File: src/rtl/nn_pkg.sv
// Shared types and widths for the int4 fully-connected layer sequencer.
package nn_pkg;

    typedef enum logic [2:0] {
        S_IDLE,
        S_CLEAR,
        S_FEED,
        S_FLUSH,
        S_WAIT,
        S_DRAIN,
        S_DONE
    } state_t;

    localparam int ACT_W  = 4;
    localparam int ADDR_W = 32;

endpackage

File: src/rtl/nn_layer_seq.sv
// Sequencer for one fully-connected int4 layer: clears the layer, streams activations with
// matching weight addresses, waits for all neurons, then drains the snapshotted results.
//
// state   | meaning
// S_IDLE  | waiting for start
// S_CLEAR | one-cycle accumulator clear pulse to the layer
// S_FEED  | issuing activation reads k = 0..NUM_INPUTS-1, one per cycle
// S_FLUSH | final activation/weight pair presented to the layer
// S_WAIT  | waiting for every neuron done flag, bounded by TIMEOUT
// S_DRAIN | streaming snapshotted results in neuron index order
// S_DONE  | one-cycle done pulse
module nn_layer_seq
    import nn_pkg::*;
#(
    parameter int NUM_INPUTS  = 784,
    parameter int NUM_NEURONS = 128,
    parameter int TIMEOUT     = 1024
) (
    input  logic                           clk,
    input  logic                           rst,
    input  logic                           start,
    output logic                           busy,
    output logic                           done,
    output logic                           err_timeout,
    output logic [$clog2(NUM_INPUTS)-1:0]  in_rd_addr,
    input  logic [ACT_W-1:0]               in_rd_data,
    output logic                           layer_clr,
    output logic [ADDR_W-1:0]              local_addr,
    output logic [ACT_W-1:0]               data_in,
    output logic                           input_valid,
    input  logic [NUM_NEURONS-1:0]         out_valids,
    input  logic [NUM_NEURONS*ACT_W-1:0]   layer_out,
    output logic [ACT_W-1:0]               res_data,
    output logic [$clog2(NUM_NEURONS)-1:0] res_idx,
    output logic                           res_valid,
    input  logic                           res_ready
);

    localparam int IN_AW = $clog2(NUM_INPUTS);
    localparam int IDX_W = $clog2(NUM_NEURONS);
    localparam int K_W   = $clog2(NUM_INPUTS + 1);
    localparam int I_W   = $clog2(NUM_NEURONS + 1);
    localparam int T_W   = $clog2(TIMEOUT + 1);

    localparam logic [K_W-1:0] K_LAST = K_W'(NUM_INPUTS - 1);
    localparam logic [I_W-1:0] I_LAST = I_W'(NUM_NEURONS - 1);
    localparam logic [T_W-1:0] T_LOAD = T_W'(TIMEOUT - 1);

    state_t          state;
    state_t          state_nxt;
    logic [K_W-1:0]  k;
    logic [I_W-1:0]  idx;
    logic [T_W-1:0]  tmr;
    logic            p1;
    logic            done_q;
    logic            err_q;
    logic [ACT_W-1:0] res_buf [NUM_NEURONS];

    logic feed_last;
    logic all_valid;
    logic tmr_expired;
    logic drain_last;

    assign feed_last   = (k == K_LAST);
    assign all_valid   = &out_valids;
    assign tmr_expired = (tmr == '0);
    assign drain_last  = (idx == I_LAST);

    always_comb begin
        state_nxt = state;
        case (state)
            S_IDLE:  if (start) state_nxt = S_CLEAR;
            S_CLEAR: state_nxt = S_FEED;
            S_FEED:  if (feed_last) state_nxt = S_FLUSH;
            S_FLUSH: state_nxt = S_WAIT;
            S_WAIT: begin
                if (all_valid) begin
                    state_nxt = S_DRAIN;
                end else if (tmr_expired) begin
                    state_nxt = S_IDLE;
                end
            end
            S_DRAIN: if (res_ready && drain_last) state_nxt = S_DONE;
            S_DONE:  state_nxt = S_IDLE;
            default: state_nxt = S_IDLE;
        endcase
    end

    always_ff @(posedge clk) begin
        if (!rst) begin
            state  <= S_IDLE;
            k      <= '0;
            idx    <= '0;
            tmr    <= '0;
            p1     <= 1'b0;
            done_q <= 1'b0;
            err_q  <= 1'b0;
            for (int i = 0; i < NUM_NEURONS; i++) begin
                res_buf[i] <= '0;
            end
        end else begin
            state  <= state_nxt;
            // p1 aligns the activation with the weight memory's registered read
            p1     <= (state == S_FEED);
            done_q <= 1'b0;
            case (state)
                S_IDLE: begin
                    if (start) err_q <= 1'b0;
                end
                S_CLEAR: k <= '0;
                S_FEED: begin
                    if (!feed_last) k <= k + 1'b1;
                end
                S_FLUSH: tmr <= T_LOAD;
                S_WAIT: begin
                    if (all_valid) begin
                        for (int i = 0; i < NUM_NEURONS; i++) begin
                            res_buf[i] <= layer_out[i*ACT_W +: ACT_W];
                        end
                        idx <= '0;
                    end else if (tmr_expired) begin
                        err_q  <= 1'b1;
                        done_q <= 1'b1;
                    end else begin
                        tmr <= tmr - 1'b1;
                    end
                end
                S_DRAIN: begin
                    if (res_ready) begin
                        idx <= idx + 1'b1;
                        if (drain_last) done_q <= 1'b1;
                    end
                end
                default: ;
            endcase
        end
    end

    assign busy        = (state != S_IDLE);
    assign done        = done_q;
    assign err_timeout = err_q;
    assign layer_clr   = (state == S_CLEAR);
    assign in_rd_addr  = k[IN_AW-1:0];
    assign local_addr  = ADDR_W'(in_rd_addr);
    assign input_valid = p1;
    assign data_in     = p1 ? in_rd_data : '0;
    assign res_valid   = (state == S_DRAIN);
    // idx runs one past the last neuron after the final accept, so gate the read
    assign res_idx     = res_valid ? idx[IDX_W-1:0] : '0;
    assign res_data    = res_valid ? res_buf[res_idx] : '0;

endmodule

File: config.mk
export PLATFORM = sky130hd
export DESIGN_NAME = nn_layer_seq
export DESIGN_NICKNAME = d
export VERILOG_FILES = /design/src/rtl/nn_pkg.sv /design/src/rtl/nn_layer_seq.sv
export SDC_FILE = /design/constraint.sdc
export NUM_CORES = 1
export LEC_CHECK = 0
export CORE_ASPECT_RATIO = 1.25
export CORE_UTILIZATION = 30
export CTS_BUF_LIST = sky130_fd_sc_hd__clkbuf_4 sky130_fd_sc_hd__clkbuf_8 sky130_fd_sc_hd__clkbuf_16
export CTS_CLUSTER_DIAMETER = 80
export DETAILED_ROUTE_END_ITERATION = 12
export HOLD_SLACK_MARGIN = 0.15
export REMOVE_ABC_BUFFERS = 1
export SETUP_SLACK_MARGIN = 0.4
export SYNTH_ARGS = -nofsm -noshare
export SYNTH_HDL_FRONTEND = slang
export SYNTH_SLANG_ARGS = --single-unit
File: constraint.sdc
create_clock -name clk -period 35.6 [get_ports clk]
set_input_delay 5.34 -clock clk [delete_from_list [all_inputs] [get_ports clk]]
set_output_delay 5.34 -clock clk [all_outputs]
set_load 0.03 [all_outputs]
# Word-level counts from Yosys, hierarchy flattened
# Memories as Yosys holds them, arrays and structs flattened.
# Cells that the tools add are included.
[totals] reg_bits=35 ramBits=512 inputBits=648 out_inout_bits=63 wordCells=329 n_memories=1
[memory_table] name="res_buf" depth=128 word_bits=4 read_ports=1 rd_ports_with_merged_regs=0 wr=128 line_no="nn_layer_seq.sv:57" source="logic [ACT_W-1:0] res_buf [NUM_NEURONS];"
[op_classes] addsub=3 n_eq_ne=17 mux=159 bitwise_logic=128 reduce_logical=14
[op_table] cell="4-bit 2-to-1 mux" n=130
[op_table] cell="1-bit bitwise OR" n=128
[op_table] cell="128-bit AND reduction" n=1
[op_table] cell="11-bit 2-to-1 mux" n=2
[op_table] cell="11-bit case mux with 2 select lines" n=1
[op_table] cell="10-bit case mux with 2 select lines" n=1
[op_table] cell="3-bit case mux with 6 select lines" n=1
[op_table] cell="8-bit 2-to-1 mux" n=2
[op_table] cell="8-bit case mux with 2 select lines" n=1
[op_table] cell="3-bit 2-to-1 mux" n=5
[op_table] cell="2-bit != test, second input constant" n=7
[op_table] cell="1-bit 2-to-1 mux" n=12
[op_table] cell="11-bit zero test" n=1
[op_table] cell="11-bit by 1-bit subtractor with 11-bit output, second input constant" n=1
[op_table] cell="10-bit by 1-bit adder with 10-bit output, second input constant" n=1
[op_table] cell="10-bit == test, second input constant" n=1
[op_table] cell="10-bit 2-to-1 mux" n=1
[op_table] cell="8-bit by 1-bit adder with 8-bit output, second input constant" n=1
[op_table] cell="8-bit by 7-bit == test with 1-bit output, second input constant" n=1
[op_table] cell="4-bit AND reduction" n=2
[op_table] cell="2-bit nonzero test" n=4
[op_table] cell="7-bit 2-to-1 mux" n=1
[op_table] cell="3-bit by 2-bit == test with 1-bit output, second input constant" n=2
[op_table] cell="3-bit == test, second input constant" n=2
[op_table] cell="9 further kinds" n=12

# Longest topological paths before layout
# Gate-level depths: netlist of run 1.
[depth] depth_word=6 depth_mapped=11 mapped_depth_nobuf=9

# Worst setup path before layout of run 1
# OpenSTA, ideal clock, no wires.
[synth_timing] kind="in2reg" startpoint="input out_valids[88]" endpoint="memory res_buf[0][0] (enable)" setup_ns=0.974 arrival_ns=18.692 t_required_ns=34.626 path_slack_ns=15.934 stages=6 n_path_buf=1 cell_sequence="nand4_1 nor4_1 nand4_1 nor3_1 buf_4 nand2b_1"
[synth_rtl] item="start: declaration" line_no="nn_layer_seq.sv:31" source="input logic [NUM_NEURONS-1:0] out_valids,"
[synth_rtl] item="end: declaration" line_no="nn_layer_seq.sv:57"

# Final worst setup path of run 1
[layout_timing] startpoint="input in_rd_data[1]" endpoint="output data_in[1]"
[layout_via] elab_chain_len=1
[layout_rtl] item="start: declaration" line_no="nn_layer_seq.sv:26" source="input logic [ACT_W-1:0] in_rd_data,"
[layout_rtl] item="4-bit 2-to-1 mux" line_no="nn_layer_seq.sv:146" source="assign data_in = p1 ? in_rd_data : '0;"
[layout_rtl] item="end: declaration" line_no="nn_layer_seq.sv:29" source="output logic [ACT_W-1:0] data_in,"
# Every way passes these cells.

==> impl_metrics.csv, run 1 <==
group,metric,value,unit
min_path,min-delay-start,"idx[7]",
clock_network,cts_sinks,547,
critical_path,crit_path_start_kind,"primary input",
global_route,track_usage,19.0,%
routing,routedWlPerCell,23.3,um
logic_synthesis,yosysSeqAreaShare,62.3,%
routing,drcViolationCount,0,
timing,rsz0062_at_grt,"no",
critical_path,crit_path_start,"in_rd_data[1]",
placement,dp_hpwl,61600,um
timing,max_slew_margin,13.8,%
clock_network,htreeDepth,2,
logic_synthesis,synth-seq-cells,547,
logic_synthesis,synthTopCellsByArea,"edfxtp_1 (60%), and3_1 (6.5%), and2_1 (6.3%), mux4_2 (5.6%), dfxtp_1 (2.7%)",
clock_network,clockRootBuffer,"clkbuf_16",
timing,tightest_slew,1.29,ns
clock_network,ctsResizeCount,0,
timing,max_freq,83.7,MHz
floorplanning,core,84700,um2
timing,hold_viol,0,
min_path,hp-class,"reg2reg",
finish,drive_gt1_share,10.6,%
power,powerDensity,44.3,nW/um2
timing,fin_crit_sh,33.6,%
global_route,grt_pass1_wl,122000,um
global_route,grt_pass1_vias,19200,
logic_synthesis,synthArstFlopShare,0,%
global_route,antenna_found_initial,20,
finish,syn_to_final_growth,37.6,%
floorplanning,chipHeight,330,um
clock_network,clkSlewWorstSetupHoldPaths,0.07,ns
critical_path,rr_startpoint,"state[2]",
clock_network,cts_tree,"built",
floorplanning,std_cell_rows,119,
timing,setup_viol,0,
finish,fillCellCount,7771,
floorplanning,dieWidth,264,um
timing,hold_ws,0.507,ns
global_route,gr-total-overflow,0,
routing,drt-initial-drc-count,1300,
routing,num_vias,18400,
critical_path,endpoint_kind,"output pin",
placement,gp_congestion,0.819,
critical_path,cp_slowest_stage_delay,0.68,ns
routing,drt_wl_total,85700,um
critical_path,cp.required,30.26,ns
placement,port_buffers,688,
critical_path,crit_type,"in2out",
clock_network,cts_inserted_buffers,57,
critical_path,cp_cell_sequence,"clkdlybuf4s50_1, and2_1, clkdlybuf4s50_1",
finish,multi_input_area,8870,um2
clock_network,post_cts_buffers,0,
logic_synthesis,synth_cell_type_count,64,
finish,final_area,35500,um2
critical_path,cp.arrival,6.61,ns
logic_synthesis,synth_area,25800,um2
critical_path,cp_slowest_cell,"clkdlybuf4s50_1",
critical_path,cpMostUsedCell,"clkdlybuf4s50_1",
logic_synthesis,synth_edf_count,512,
timing,tns,0,ns
global_route,grt_max_degree,162,
finish,final_nets,3172,
routing,ant_nets,0,
placement,dpl_cell_area,33500,um2
critical_path,worst-path-max-fanout,1,
finish,post-route-util,41.9,%
clock_network,ctsHoldBuffers,0,
finish,register_area,16100,um2
routing,dr.pass1.iters,5,
logic_synthesis,synth_cells,1903,
outcome,outcome,"complete, no violations",
floorplanning,start_util,30.5,%
clock_network,clockBufferDepth,3,
logic_synthesis,synthFlopType,"edfxtp_1",
logic_synthesis,yosysWarnings,0,
timing,clock_skew,0.0227,ns
routing,vias_per_cell,5.00,
flow_run,cap_violations,0,
floorplanning,io_pins,711,
logic_synthesis,synth_area_leader_cell,"edfxtp_1",
timing,drv_slew,0,
floorplanning,dieArea,87200,um2
logic_synthesis,synth_top_area_share,59.6,%
clock_network,clock_latency,0.62,ns
logic_synthesis,avgSynthCellArea,13.6,um2
power,power_leakage,13.1,nW
timing,min_period,11.95,ns
power,max-vdd-ir-drop,0.0373,mV
-- synth_stat cells (all sizes together), types with 11 or more instances --
cell type / number
mux2: 54
a22oi: 20
xor2: 16
edfxtp: 512
nor3: 40
mux4: 64
nor4: 40
a21oi: 11
clkbuf: 115
and3: 270
and2: 260
mux2i: 69
buf: 68
nand4: 35
a211oi: 42
nor2: 99
o21ai: 19
nand2: 20
dfxtp: 35
-- worst paths after layout --
check                    to  slack, ns  cells past startpoint
min                  idx[7]       0.51                      2
max reg2reg  res_buf[61][2]      31.04                      6
min reg2reg          idx[7]       0.51                      2
max              data_in[1]      23.65                      3
-- flip-flops by register name, summed over array words and instances, names as in the netlist --
| signal | count |
|---|---|
| input_valid | 1 |
| state | 3 |
| tmr | 11 |
| res_buf | 512 |
| in_rd_addr | 10 |
| err_timeout | 1 |
| idx | 8 |
| done | 1 |
-- cell families after synthesis --
kind of cell    Yosys count  synth area share, %
simple gates            804                 18.3
buf+inv                 194                 3.74
xor+xnor                 21                0.713
flops                   547                 62.3
mux                     187                 10.6
other cells               1               0.0145
compound gates          145                 4.13
fa+ha+maj                 4                0.194
-- worst max-delay path: cells and delay by family --
family / cells / cell delay, ns
buffers and inverters: 2 / 1.13
and+or+nand+nor: 1 / 0.14
-- report_power, final --
part | total, mW | switching, mW | leakage (nW) | internal [mW]
Combinational | 0.178 | 0.0743 | 6.92 | 0.104
Clock | 0.629 | 0.263 | 0.966 | 0.366
Sequential | 0.765 | 0.0176 | 5.18 | 0.747
-- through the flow --
stage,power (mW),worst slack [ns],std cells
after floorplan,0.860,8.30,1740
after global placement,0.953,23.62,3550
after detailed placement,0.958,23.64,3550
after CTS,1.59,23.65,3656
after global routing,1.62,23.60,3671
final,1.57,23.65,3672
-- metal layers --
metal  global-route usage (%)  vias up  share of wire (%)
li1                         -     8461                  -
met1                     21.0     9092                 37
met2                     35.7      677                 54
met3                     2.95      132                5.3
met4                     8.58        4                3.9
met5                        0        -              0.036
-- cell type report --
type | instances | area share, %
Antenna cell | 16 | 0.113
Clock buffer | 67 | 4.28
Clock inverter | 39 | 1.28
Inverter | 10 | 0.106
Multi-Input combinational cell | 1183 | 25.0
Sequential cell | 547 | 45.3
Tap cell | 1089 | 3.84
Timing Repair Buffer | 721 | 20.1
-- cells in the final DEF, fill, tap and decap left out, types with 10 or more instances in the layout --
| cell type | netlist | layout |
|---|---|---|
| a211oi_1 | 42 | 42 |
| clkdlybuf4s50_1 | 0 | 687 |
| o21ai_0 | 16 | 15 |
| buf_4 | 38 | 33 |
| mux4_2 | 64 | 64 |
| dfxtp_1 | 35 | 33 |
| a22oi_1 | 20 | 20 |
| conb_1 | 1 | 22 |
| nor3_1 | 40 | 39 |
| mux2i_1 | 69 | 69 |
| and2_1 | 258 | 258 |
| edfxtp_1 | 512 | 512 |
| nand4_1 | 35 | 35 |
| xor2_1 | 16 | 16 |
| nor2_1 | 99 | 96 |
| and3_1 | 269 | 269 |
| mux2_2 | 54 | 54 |
| clkinv_2 | 0 | 11 |
| clkbuf_16 | 0 | 58 |
| nand2_1 | 20 | 20 |
| nor4_1 | 40 | 40 |
| diode_2 | 0 | 16 |
| a2111oi_0 | 10 | 10 |
| a21oi_1 | 11 | 11 |
No activity file was read; power rests on OpenSTA's default activity.
==> inputs of run 2 (changes only) <==
==> constraint.sdc (replaced) <==
create_clock -name clk -period 10.5 [get_ports clk]
set_input_delay 1.575 -clock clk [delete_from_list [all_inputs] [get_ports clk]]
set_output_delay 1.575 -clock clk [all_outputs]
set_load 0.03 [all_outputs]
==> run 2 against run 1 <==
Compared with the run above:
- highest routed layer unchanged
- non-clock buffer count down 10
- sequential share of layout area rose by 0.086 points
- die area unchanged
- hold slack improved by 0.021 ns
==> impl_metrics.csv, run 2 (same netlist as run 1, synthesis figures left out) <==
group,metric,value,unit
clock_network,ctsResizeCount,0,
clock_network,clock_latency,0.62,ns
placement,port_buffers,688,
timing,setup_slack,3.41,ns
power,p_comb_share,11.5,%
placement,dp_hpwl,60200,um
global_route,grt_max_degree,271,
critical_path,crit_path_start_kind,"register",
critical_path,cp_slowest_cell,"clkdlybuf4s50_1",
timing,max_slew_margin,17.5,%
timing,max_freq,141,MHz
power,p_int,4.12,mW
finish,final_cell_count_no_fill,3657,
clock_network,ctsHoldBuffers,0,
floorplanning,core,84700,um2
power,switching_power,1.18,mW
finish,syn_to_final_growth,37.4,%
outcome,outcome,"complete, no violations",
routing,vias_per_cell,4.99,
clock_network,clkSlewWorstSetupHoldPaths,0.06,ns
routing,drt_wl_total,85500,um
finish,largest_reg_flops,512,
critical_path,crit_path_start,"state[2]",
routing,drcViolationCount,0,
floorplanning,chipHeight,330,um
floorplanning,io_pins,711,
clock_network,clockRootBuffer,"clkbuf_16",
min_path,hp-class,"reg2reg",
floorplanning,start_util,30.5,%
finish,post-route-util,41.8,%
timing,tightest_slew,1.24,ns
clock_network,cts_tree,"built",
critical_path,cp_cell_sequence,"nand3b_1, buf_4, inv_2, nand3b_1, buf_4, a211oi_1, a22oi_1, a31oi_1, nor2_1, nand3_1, clkdlybuf4s50_1",
critical_path,endpoint_kind,"output pin",
routing,drt-initial-drc-count,1248,
placement,gp_congestion,0.826,
placement,post-place-ws,3.74,ns
timing,fin_crit_sh,67.6,%
finish,fillCellCount,7761,
clock_network,htreeDepth,2,
global_route,antenna_found_initial,15,
timing,clock_skew,0.00872,ns
timing,setup_viol,0,
critical_path,cp.arrival,5.52,ns
power,p_clk_share,39.6,%
finish,drive_gt1_share,10.1,%
finish,layout_common_cells,"clkdlybuf4s50_1 (687), edfxtp_1 (512), and3_1 (269), and2_1 (258), nor2_1 (96)",
power,seqPwrFrac,48.9,%
finish,final_nets,3162,
timing,tns,0,ns
critical_path,crit_type,"reg2out",
critical_path,worst-path-max-fanout,24,
finish,final_area,35400,um2
timing,drv_slew,0,
critical_path,cp_slowest_stage_delay,0.74,ns
timing,hold_ws,0.527,ns
placement,dpl_cell_area,33500,um2
global_route,track_usage,19.0,%
global_route,grt_pass1_vias,19200,
critical_path,rr_startpoint,"state[2]",
global_route,grt_pass1_wl,122000,um
timing,hold_viol,0,
critical_path,rr_worst_depth,5,
placement,placedCellCount,3540,
power,power_leakage,13.0,nW
clock_network,clockBufferDepth,3,
routing,num_vias,18300,
clock_network,cts_inserted_buffers,57,
power,powerDensity,150,nW/um2
power,p_total,5.31,mW
clock_network,post_cts_buffers,0,
critical_path,worst-r2r-setup-slack,6.82,ns
clock_network,cts_sinks,547,
flow_run,cap_violations,0,
finish,regMostFlops,"res_buf",
power,swShare,22.3,%
floorplanning,std_cell_rows,119,
routing,dr.pass1.iters,5,
floorplanning,dieWidth,264,um
finish,mostFrequentLayoutCell,"clkdlybuf4s50_1",
min_path,hold_depth,2,
routing,ant_nets,0,
timing,rsz0062_at_grt,"no",
min_path,min-delay-start,"idx[7]",
critical_path,cp.required,8.93,ns
power,max-vdd-ir-drop,0.102,mV
floorplanning,dieArea,87200,um2
routing,routedWlPerCell,23.4,um
timing,min_period,7.09,ns
global_route,gr-total-overflow,0,
## run 2: changes by cell type in the layout (fill, tap and decap cells not counted), moves of 3 or more
cell and delta:
clkinv_1 +5, clkinvlp_4 -5, buf_4 -15, clkinv_2 +3
buf_12 +5, diode_2 -4
## run 2: worst paths after layout
path / endpoint
worst min register to register: idx[7]
worst min-delay path: idx[7]
worst max-delay path: res_data[3]
worst max register to register: res_buf[33][0]
## run 2: layout make-up
type	count	area (um2)	share of cell area (%)
Clock buffer	65	1490	4.19
Inverter	10	37.5	0.106
Tap cell	1089	1360	3.85
Antenna cell	12	30.0	0.0847
Sequential cell	547	16100	45.4
Multi-Input combinational cell	1183	8870	25.0
Timing Repair Buffer	711	7130	20.1
Clock inverter	40	440	1.24
## run 2: critical path, delay by kind of cell (launching register included)
family / cells / cell delay, ns
AO/OA/AOI/OAI: 3 / 1.21
buffers and inverters: 4 / 1.90
flip-flops: 1 / 0.64
AND/OR/NAND/NOR: 4 / 1.11
## run 2: power by group through the flow
stage	registers (mW)	logic (mW)	clock network [mW]
floorplan	2.68	0.235	0
global placement	2.63	0.610	0
detailed placement	2.64	0.615	0
CTS	2.59	0.618	2.15
global route	2.61	0.654	2.22
finish	2.59	0.610	2.10
## run 2: metal layers
layer	GRT usage, %	vias up	wire length [um]
li1	-	8439	-
met1	21.1	9006	31900
met2	35.4	682	46000
met3	3.02	136	4140
met4	8.90	2	3480
met5	0	-	13
